File: src/rtl/rv_alu_pkg.sv
// rtl/rv_alu_pkg.sv - shared RV32I OP/OP-IMM encodings and legality check
// Purpose: opcode, func3 and funct7 constants plus the decode legality
//          function used by the issue stage.
package rv_alu_pkg;

    localparam logic [6:0] OPC_OP      = 7'b0110011;
    localparam logic [6:0] OPC_OPIMM   = 7'b0010011;

    localparam logic [6:0] FUNCT7_ZERO = 7'b0000000;
    localparam logic [6:0] FUNCT7_SUB  = 7'b0100000;

    typedef enum logic [2:0] {
        F3_ADD  = 3'b000,
        F3_SLL  = 3'b001,
        F3_SLT  = 3'b010,
        F3_SLTU = 3'b011,
        F3_XOR  = 3'b100,
        F3_SRL  = 3'b101,
        F3_OR   = 3'b110,
        F3_AND  = 3'b111
    } func3_e;

    // Only the subset the attached ALU executes is legal: no arithmetic
    // right shifts, and the register-form func3=101 is rejected outright.
    function automatic logic rv_is_legal(input logic [31:0] instr);
        logic ok;
        ok = 1'b0;
        case (instr[6:0])
            OPC_OP: begin
                ok = ((instr[31:25] == FUNCT7_ZERO) && (instr[14:12] != F3_SRL)) ||
                     ((instr[31:25] == FUNCT7_SUB)  && (instr[14:12] == F3_ADD));
            end
            OPC_OPIMM: begin
                ok = (instr[14:12] != F3_SRL) || (instr[31:25] == FUNCT7_ZERO);
            end
            default: ok = 1'b0;
        endcase
        return ok;
    endfunction

endpackage

File: src/rtl/rv_alu_issue_regfile.sv
// rtl/rv_alu_issue_regfile.sv - 32x32 register file, two read ports, debug read, one write
// Purpose: integer register file with x0 hard-wired to zero.
// Ports:
//   clk, rst_n            clock, asynchronous active-low clear of all entries
//   i_ra1/o_rd1           read port 1 (combinational)
//   i_ra2/o_rd2           read port 2 (combinational)
//   i_dbg_addr/o_dbg_data debug read port (combinational)
//   i_we/i_wa/i_wd        synchronous write port; writes to x0 are dropped
module rv_regfile_2r1w (
    input  logic        clk,
    input  logic        rst_n,
    input  logic [4:0]  i_ra1,
    output logic [31:0] o_rd1,
    input  logic [4:0]  i_ra2,
    output logic [31:0] o_rd2,
    input  logic [4:0]  i_dbg_addr,
    output logic [31:0] o_dbg_data,
    input  logic        i_we,
    input  logic [4:0]  i_wa,
    input  logic [31:0] i_wd
);

    logic [31:0] r_mem [32];

    always_ff @(posedge clk or negedge rst_n) begin
        if (!rst_n) begin
            for (int i = 0; i < 32; i++) begin
                r_mem[i] <= '0;
            end
        end else if (i_we && (i_wa != 5'd0)) begin
            r_mem[i_wa] <= i_wd;
        end
    end

    assign o_rd1      = (i_ra1 == 5'd0)      ? 32'd0 : r_mem[i_ra1];
    assign o_rd2      = (i_ra2 == 5'd0)      ? 32'd0 : r_mem[i_ra2];
    assign o_dbg_data = (i_dbg_addr == 5'd0) ? 32'd0 : r_mem[i_dbg_addr];

endmodule

File: src/rtl/rv_alu_issue.sv
// rtl/rv_alu_issue.sv - issue/writeback stage around a combinational RV32I ALU
// Purpose: accepts OP/OP-IMM instructions, reads operands with EX bypass,
//          holds one instruction in EX driving the ALU, writes alu_y back.
// Ports:
//   clk, rst_n                 clock, asynchronous active-low reset
//   in_valid/in_ready/in_instr instruction handshake (in_ready = ~stall)
//   stall                      freezes EX and blocks accepts
//   alu_x1/alu_x2/alu_instr    ALU operands and instruction field [31:12]
//   alu_opcode_4/alu_cin       constant ALU controls
//   alu_y                      ALU result
//   wb_valid/wb_rd/wb_data     retire pulse with destination and value
//   illegal                    pulse on a rejected instruction
//   retired_cnt/illegal_cnt    saturating event counters
//   dbg_addr/dbg_data          register file debug read
module rv_alu_issue
    import rv_alu_pkg::*;
#(
    parameter int          CNT_W      = 16,
    parameter logic [31:0] RST_PC_TAG = 32'd0
) (
    input  logic             clk,
    input  logic             rst_n,
    input  logic             in_valid,
    output logic             in_ready,
    input  logic [31:0]      in_instr,
    input  logic             stall,
    output logic [31:0]      alu_x1,
    output logic [31:0]      alu_x2,
    output logic [19:0]      alu_instr,
    output logic             alu_opcode_4,
    output logic             alu_cin,
    input  logic [31:0]      alu_y,
    output logic             wb_valid,
    output logic [4:0]       wb_rd,
    output logic [31:0]      wb_data,
    output logic             illegal,
    output logic [CNT_W-1:0] retired_cnt,
    output logic [CNT_W-1:0] illegal_cnt,
    input  logic [4:0]       dbg_addr,
    output logic [31:0]      dbg_data
);

    localparam logic [CNT_W-1:0] CNT_MAX = {CNT_W{1'b1}};

    logic [6:0]  w_opc;
    logic [6:0]  w_f7;
    logic [2:0]  w_f3;
    logic [4:0]  w_rs1;
    logic [4:0]  w_rs2;
    logic [4:0]  w_rd;
    logic        w_is_op;
    logic        w_is_sub;
    logic        w_legal;
    logic        w_accept;
    logic        w_wb_fire;
    logic        w_hit1;
    logic        w_hit2;
    logic [31:0] w_rf1;
    logic [31:0] w_rf2;
    logic [31:0] w_src1;
    logic [31:0] w_src2;
    logic [31:0] w_op2;
    logic [19:0] w_alu_instr;

    logic             r_ex_valid;
    logic [4:0]       r_ex_rd;
    logic [31:0]      r_x1;
    logic [31:0]      r_x2;
    logic [19:0]      r_instr;
    logic             r_wb_valid;
    logic [4:0]       r_wb_rd;
    logic [31:0]      r_wb_data;
    logic             r_illegal;
    logic [CNT_W-1:0] r_ret_cnt;
    logic [CNT_W-1:0] r_ill_cnt;

    assign w_opc = in_instr[6:0];
    assign w_rd  = in_instr[11:7];
    assign w_f3  = in_instr[14:12];
    assign w_rs1 = in_instr[19:15];
    assign w_rs2 = in_instr[24:20];
    assign w_f7  = in_instr[31:25];

    assign w_is_op  = (w_opc == OPC_OP);
    assign w_is_sub = w_is_op && (w_f7 == FUNCT7_SUB) && (w_f3 == F3_ADD);
    assign w_legal  = rv_is_legal(in_instr);

    assign in_ready  = ~stall;
    assign w_accept  = in_valid & ~stall;
    assign w_wb_fire = r_ex_valid & ~stall;

    rv_regfile_2r1w u_regfile (
        .clk        (clk),
        .rst_n      (rst_n),
        .i_ra1      (w_rs1),
        .o_rd1      (w_rf1),
        .i_ra2      (w_rs2),
        .o_rd2      (w_rf2),
        .i_dbg_addr (dbg_addr),
        .o_dbg_data (dbg_data),
        .i_we       (w_wb_fire),
        .i_wa       (r_ex_rd),
        .i_wd       (alu_y)
    );

    // The EX result is written on the same edge this read is captured, so
    // a matching rd must come from alu_y, not the not-yet-updated array.
    assign w_hit1 = r_ex_valid && (r_ex_rd != 5'd0) && (r_ex_rd == w_rs1);
    assign w_hit2 = r_ex_valid && (r_ex_rd != 5'd0) && (r_ex_rd == w_rs2);
    assign w_src1 = w_hit1 ? alu_y : w_rf1;
    assign w_src2 = w_hit2 ? alu_y : w_rf2;

    // Immediate form also carries shamt in bits [4:0].
    assign w_op2 = w_is_op ? w_src2 : {{20{in_instr[31]}}, in_instr[31:20]};

    // The ALU subtracts only when instruction bit 30 is clear, so every
    // non-SUB operation drives it high.
    assign w_alu_instr = {1'b0, ~w_is_sub, 15'd0, w_f3};

    always_ff @(posedge clk or negedge rst_n) begin
        if (!rst_n) begin
            r_ex_valid <= 1'b0;
            r_ex_rd    <= '0;
            r_x1       <= '0;
            r_x2       <= '0;
            r_instr    <= '0;
            r_wb_valid <= 1'b0;
            r_wb_rd    <= '0;
            r_wb_data  <= '0;
            r_illegal  <= 1'b0;
            r_ret_cnt  <= '0;
            r_ill_cnt  <= '0;
        end else if (stall) begin
            r_wb_valid <= 1'b0;
            r_illegal  <= 1'b0;
        end else begin
            r_ex_valid <= w_accept & w_legal;
            if (w_accept && w_legal) begin
                r_ex_rd <= w_rd;
                r_x1    <= w_src1;
                r_x2    <= w_op2;
                r_instr <= w_alu_instr;
            end

            r_wb_valid <= r_ex_valid;
            if (r_ex_valid) begin
                r_wb_rd   <= r_ex_rd;
                r_wb_data <= alu_y;
                if (r_ret_cnt != CNT_MAX) begin
                    r_ret_cnt <= r_ret_cnt + CNT_W'(1);
                end
            end

            r_illegal <= w_accept & ~w_legal;
            if (w_accept && !w_legal && (r_ill_cnt != CNT_MAX)) begin
                r_ill_cnt <= r_ill_cnt + CNT_W'(1);
            end
        end
    end

    assign alu_x1       = r_x1;
    assign alu_x2       = r_x2;
    assign alu_instr    = r_instr;
    assign alu_opcode_4 = 1'b1;
    assign alu_cin      = 1'b0;
    assign wb_valid     = r_wb_valid;
    assign wb_rd        = r_wb_rd;
    assign wb_data      = r_wb_data;
    assign illegal      = r_illegal;
    assign retired_cnt  = r_ret_cnt;
    assign illegal_cnt  = r_ill_cnt;

endmodule

File: config.mk
export PLATFORM = sky130hd
export DESIGN_NAME = rv_alu_issue
export DESIGN_NICKNAME = d
export VERILOG_FILES = /design/src/rtl/rv_alu_pkg.sv /design/src/rtl/rv_alu_issue_regfile.sv /design/src/rtl/rv_alu_issue.sv
export SDC_FILE = /design/constraint.sdc
export NUM_CORES = 2
export LEC_CHECK = 0
export CAP_MARGIN = 20
export CORE_MARGIN = 3
export CORE_UTILIZATION = 40
export CTS_CLUSTER_SIZE = 16
export DETAILED_ROUTE_END_ITERATION = 8
export SLEW_MARGIN = 20
export SYNTH_ARGS = -nofsm -noshare
export SYNTH_HDL_FRONTEND = slang
export SYNTH_SLANG_ARGS = --single-unit
File: constraint.sdc
create_clock -name clk -period 3.6 [get_ports clk]
set_clock_uncertainty 0.1 [all_clocks]
set_input_delay 0.72 -clock clk [delete_from_list [all_inputs] [get_ports clk]]
set_output_delay 0.72 -clock clk [all_outputs]
set_load 0.005 [all_outputs]
After elaboration in Yosys (flattened, before gate mapping)
Index checks and enable logic that the tools add are counted.
{ "totals": {"input_bits": 73, "reg_bits": 1169, "output_inout_bits": 190, "elab_cells": 115} }
{ "op_classes": {"eq_ne": 8, "bitwise": 11, "mux": 21, "n_reduce_logical": 25, "add_sub_neg": 2, "order_cmp": 5} }
{ "ops": {"columns": ["cell", "n"], "rows": [
  ["1024-bit bitwise mux", 1],
  ["32-bit binary-select mux with 5-bit select", 3],
  ["32-bit 2-to-1 mux", 13],
  ["32-bit demux with 5-bit select", 1],
  ["16-bit by 1-bit adder with 16-bit output (second input constant)", 2],
  ["16-bit inequality test (second input constant)", 2],
  ["6-bit >= comparator (second input constant)", 4],
  ["5-bit NOT with 6-bit output", 4],
  ["5-bit logical NOT", 3],
  ["7-bit by 6-bit equality test with 1-bit output (second input constant)", 2],
  ["1-bit logical AND", 12],
  ["5-bit equality test", 2],
  ["7-bit by 5-bit equality test with 1-bit output (second input constant)", 1],
  ["7-bit logical NOT", 1],
  ["6-bit by 1-bit less-than comparator with 1-bit output (second input constant)", 1],
  ["2-bit AND reduction", 3],
  ["5-bit nonzero test", 1],
  ["1-bit bitwise AND", 4],
  ["3-bit logical NOT", 1],
  ["3-bit inequality test (second input constant)", 1],
  ["1-bit NOT", 3],
  ["3-bit AND reduction", 1],
  ["1-bit logical OR", 2],
  ["1-bit 2-to-1 mux", 2],
  ["2 further kinds", 2]
]} }

Depth between registers and ports, before layout
{ "logic_depth": {"word_depth": 8, "depth_mapped": 11, "depth_no_buf": 7} }

Cells and area by module
From an unflattened synthesis, not the netlist that was laid out.
{ "unflattened": {"cells_unflattened": 4905, "area_unflattened_um2": 69439.1} }
{ "by_module_without_submodules": {"columns": ["mod", "area_per_inst_um2", "instances", "seq_area_each_um2", "cells_per_inst"], "rows": [
  ["rv_regfile_2r1w", 62284.7, 1, 25624.6, 4209],
  ["rv_alu_issue", 7154.4, 1, 3628.5, 696]
]} }

Least setup slack after synthesis
OpenSTA, ideal clock, no wires.
{ "synth_path": {"path_kind": "input to output", "from": "input dbg_addr[0]", "to": "output dbg_data[11]", "cell_stages": 7, "n_path_buf": 3, "slack_ns": 0.000, "arrival_ns": 2.780, "required_time_ns": 2.780, "cell_sequence": "clkbuf_1 buf_2 buf_1 mux4_2 mux4_2 mux2i_1 nor2_1"} }
{ "synth_via": {"elab_chain_cells": 5, "word_cells_on_any_way": 6, "classes_between": "mux (4); bitwise (1); reduce/logical (1)"} }
{ "synth_rtl": {"columns": ["element", "line", "text"], "rows": [
  ["start, declared", "rv_alu_issue.sv:39", "input logic [4:0] dbg_addr,"],
  ["5-bit NOT with 6-bit output (not written as such)", "rv_alu_issue_regfile.sv:37", "assign o_dbg_data = (i_dbg_addr == 5'd0) ? 32'd0 : r_mem[i_dbg_addr];"],
  ["32-bit binary-select mux with 5-bit select", "rv_alu_issue_regfile.sv:37", null],
  ["32-bit 2-to-1 mux (not written as such) (2 in series)", "rv_alu_issue_regfile.sv:37", null],
  ["32-bit 2-to-1 mux *", "rv_alu_issue_regfile.sv:37", null],
  ["end, declared", "rv_alu_issue.sv:40", "output logic [31:0] dbg_data"]
]} }
Every way passes the cells marked *; elsewhere a longest branch is shown, timed or not. The select of a mux whose other input is x is not followed.

Final worst setup path
{ "layout_path": {"from": "input dbg_addr[0]", "to": "output dbg_data[8]"} }
Same word-level chain as after synthesis.

==> results.py <==
metrics = {
    "cells_and_area": {
        "multiInputGateArea_um2": 38300,
        "ff_latch_area_um2": 29300,
        "layout-area-overhead-vs-synth_pct": 20.5,
        "fillerInstances": 14900,
        "finish.instance_area_um2": 83500,
        "nNetsFinal": 5467,
        "share_of_layout_cells_above_drive_strength_1": 0.467,
    },
    "global_route": {
        "antenna_found_initial": 8,
        "grt_max_degree": 117,
        "grt_first_pass_wirelength_um": 381000,
        "groute.usage.overall": 0.293,
        "global_route.overflow_total": 0,
        "first_global_vias": 51200,
    },
    "route": {
        "wl_per_cell_um": 33.9,
        "route.final.wire_length_um": 265000,
        "drt_pass1_iterations": 8,
        "drc": 0,
        "postRouteAntennaNets": 0,
        "routed_via_density": 6.52,
        "detail_route.iter0.violations": 5895,
        "total_via_count_after_detailed_routing": 50900,
    },
    "cts": {
        "clock-root-buffer": "clkbuf_16",
        "cts_made_buffers": 138,
        "tritoncts_num_sinks": 1169,
        "cts_buffer_depth": 3,
        "cts_htree_levels": 4,
        "clock_input_transition_at_the_sequential_cells_of_the_worst_setup_and_hold_paths_ns": 0.06,
        "clkLatencyLatePin_ns": 0.80,
        "cts_tree": "yes",
    },
    "sta": {
        "setup_viol": 1,
        "final_period_minus_worst_setup_slack_ns": 3.61,
        "totalNegativeSetupSlack_ns": -0.00623,
        "finalHoldViolations": 0,
        "setup_slack_ns": -0.00623,
        "worst_slew_margin_rel": 0.329,
        "maxSlewViolCount": 0,
        "slew_at_the_pin_with_the_worst_max_slew_slack_ns": 1.00,
        "final.hold.worst_slack_ns": 0.313,
        "achievable-frequency_mhz": 277,
        "period_share": 1.00,
        "grt_setup_unrepaired": "yes",
    },
    "die": {
        "dieHeight_um": 422,
        "fp.dieArea_um2": 178000,
        "placementRows": 152,
        "initial_core_util": 0.403,
        "core_region_area_um2": 172000,
        "design.portCount": 263,
        "chipWidth_um": 422,
    },
    "power_and_ir_drop": {
        "total_power_w": 0.0308,
        "power.density_nw_per_um2": 369,
        "peakVddDrop_v": 0.000333,
        "power_leakage_nw": 38.0,
    },
    "yosys": {
        "synth-main-ff-cell": "dfrtp_1",
        "asyncSetResetFlopFracSynth": 1.00,
        "synth.avg_cell_area_um2": 13.8,
        "synth_edf_count": 0,
        "yosysUniqueCellTypes": 66,
        "synth_top_cells_by_count": "dfrtp_1, mux2_2, mux4_2",
        "yosys_register_bits": 1169,
        "seq_total_area_yosys": 0.422,
        "synth.cell_area_um2": 69300,
        "ys.warnings.count": 0,
        "synth_top_area_cell": "dfrtp_1",
        "synth_top_cell_area_share": 0.422,
        "post-synth-top-count-cell": "dfrtp_1",
        "synth_area_leaders": "dfrtp_1, mux4_2, mux2_2, mux2i_1, a22oi_1",
        "syn-instance-count": 5015,
    },
    "critical_path": {
        "setup.worst_path.start_class": "primary input",
        "worstSetupEndpointType": "output port",
        "regToRegSetupSlack_ns": 0.28,
        "timing.critical_path.fanout_max": 7,
        "critical_path_class": "in2out",
        "cp.required_ns": 2.78,
        "arrival_time_of_the_worst_setup_path_ns": 2.79,
    },
    "placement": {
        "detailed_place_hpwl_um": 168000,
        "placement.cell_area_um2": 77200,
        "globalplace.congestion": 0.895,
        "placement.io_buffers": 244,
    },
    "outcome": {
        "status": "finished with violations",
        "violated_checks": "setup timing",
    },
    "hold_path": {
        "hold_class": "reg2reg",
    },
    "flow_run": {
        "maxCapViolations": 0,
    },
}
-- area by class of cell --
class | instances | area share
tap | 2310 | 0.0346
clock inverter | 45 | 0.00647
inverter | 10 | 0.000449
antenna | 4 | 0.000120
sequential | 1169 | 0.350
timing repair buffer | 794 | 0.102
clock buffer | 195 | 0.0479
multi-input combinational | 3279 | 0.458
-- cells by family after synthesis --
kind of cell,after synthesis,share of synthesized area
fa+ha+maj,2,0.000361
flops,1169,0.422
other cells,2,0.000108
compound gates,515,0.0511
simple gates,546,0.0367
mux,2160,0.449
xor+xnor,38,0.00480
buf+inv,583,0.0356
-- per-layer routing --
| metal | part of all wire | track usage | vias up | wire length (um) |
|---|---|---|---|---|
| met5 | 0.00010 | 0 | - | 27 |
| met1 | 0.39 | 0.382 | 27200 | 103000 |
| met3 | 0.089 | 0.0710 | 686 | 23600 |
| met2 | 0.46 | 0.457 | 2814 | 123000 |
| met4 | 0.056 | 0.147 | 4 | 14700 |
| li1 | - | - | 20200 | - |
-- critical path, cell delays in order --
cell and delay [ns]:
buf_16 0.18, buf_16 0.15, buf_8 0.12, buf_12 0.13
mux4_2 0.50, mux4_2 0.47, mux2i_1 0.18, buf_4 0.17
nor2_4 0.03, buf_2 0.12
-- power by group --
| part | internal, W | total (W) | leakage [nW] | switching [W] |
|---|---|---|---|---|
| Clock | 0.00829 | 0.0143 | 2.23 | 0.00602 |
| Combinational | 0.00124 | 0.00316 | 19.4 | 0.00192 |
| Sequential | 0.0133 | 0.0134 | 16.3 | 0.0000979 |
| Total | 0.0228 | 0.0308 | 38.0 | 0.00804 |
-- what timing repair did --
action | in CTS | in global routing
setup buffers | 123 | 19
pin swaps | 9 | 5
resized for setup | 171 | 23
hold endpoints to repair | 37 | 0
hold buffers | 1 | 0
endpoints found under the setup margin | 32 | 20
gates cloned | 16 | 0
-- state kept, by name, summed over array words and instances, names as in the netlist --
name             flops
alu_instr            4
illegal_cnt         16
wb_data             32
r_ex_valid           1
retired_cnt         16
alu_x1              32
u_regfile.r_mem   1024
alu_x2              32
wb_valid             1
wb_rd                5
illegal              1
r_ex_rd              5
-- final timing paths --
kind                                  startpoint               endpoint  cells past startpoint
hold reg to reg            u_regfile.r_mem[1022]  u_regfile.r_mem[1022]                      0
setup reg to reg                      r_ex_rd[3]             alu_x1[13]                      7
min in group asynchronous                  rst_n   u_regfile.r_mem[488]                      2
max in group asynchronous                  rst_n         illegal_cnt[2]                      3
hold / removal             u_regfile.r_mem[1022]  u_regfile.r_mem[1022]                      0
setup / recovery                     dbg_addr[0]            dbg_data[8]                     10
-- metrics by stage --
step	utilization	instances	worst slack, ns
final	0.486	7806	-0.00623
after global routing	0.486	7803	-0.0641
after CTS	0.485	7786	-0.0534
after detailed placement	0.449	7407	-0.702
after global placement	0.449	7407	-0.727
after floorplan	-	5031	0.00994
-- cells in the final DEF, fill, tap and decap left out, types with 25 or more instances in the layout --
cell             instances
clkbuf_1                27
a211oi_1                40
buf_4                  392
mux2i_1                480
dfrtp_1               1169
nand3_1                 90
a22oi_1                165
clkbuf_8                30
o21ai_0                103
buf_12                 130
o22ai_1                 31
a2111o_1                25
clkdlybuf4s50_1        195
clkbuf_16              141
nor2_1                  60
mux4_2                 662
mux2_2                1001
a21oi_1                 55
a31oi_1                 27
nor2b_1                 40
nand2_1                208
Note: power is estimated with default switching activity, not from simulation.
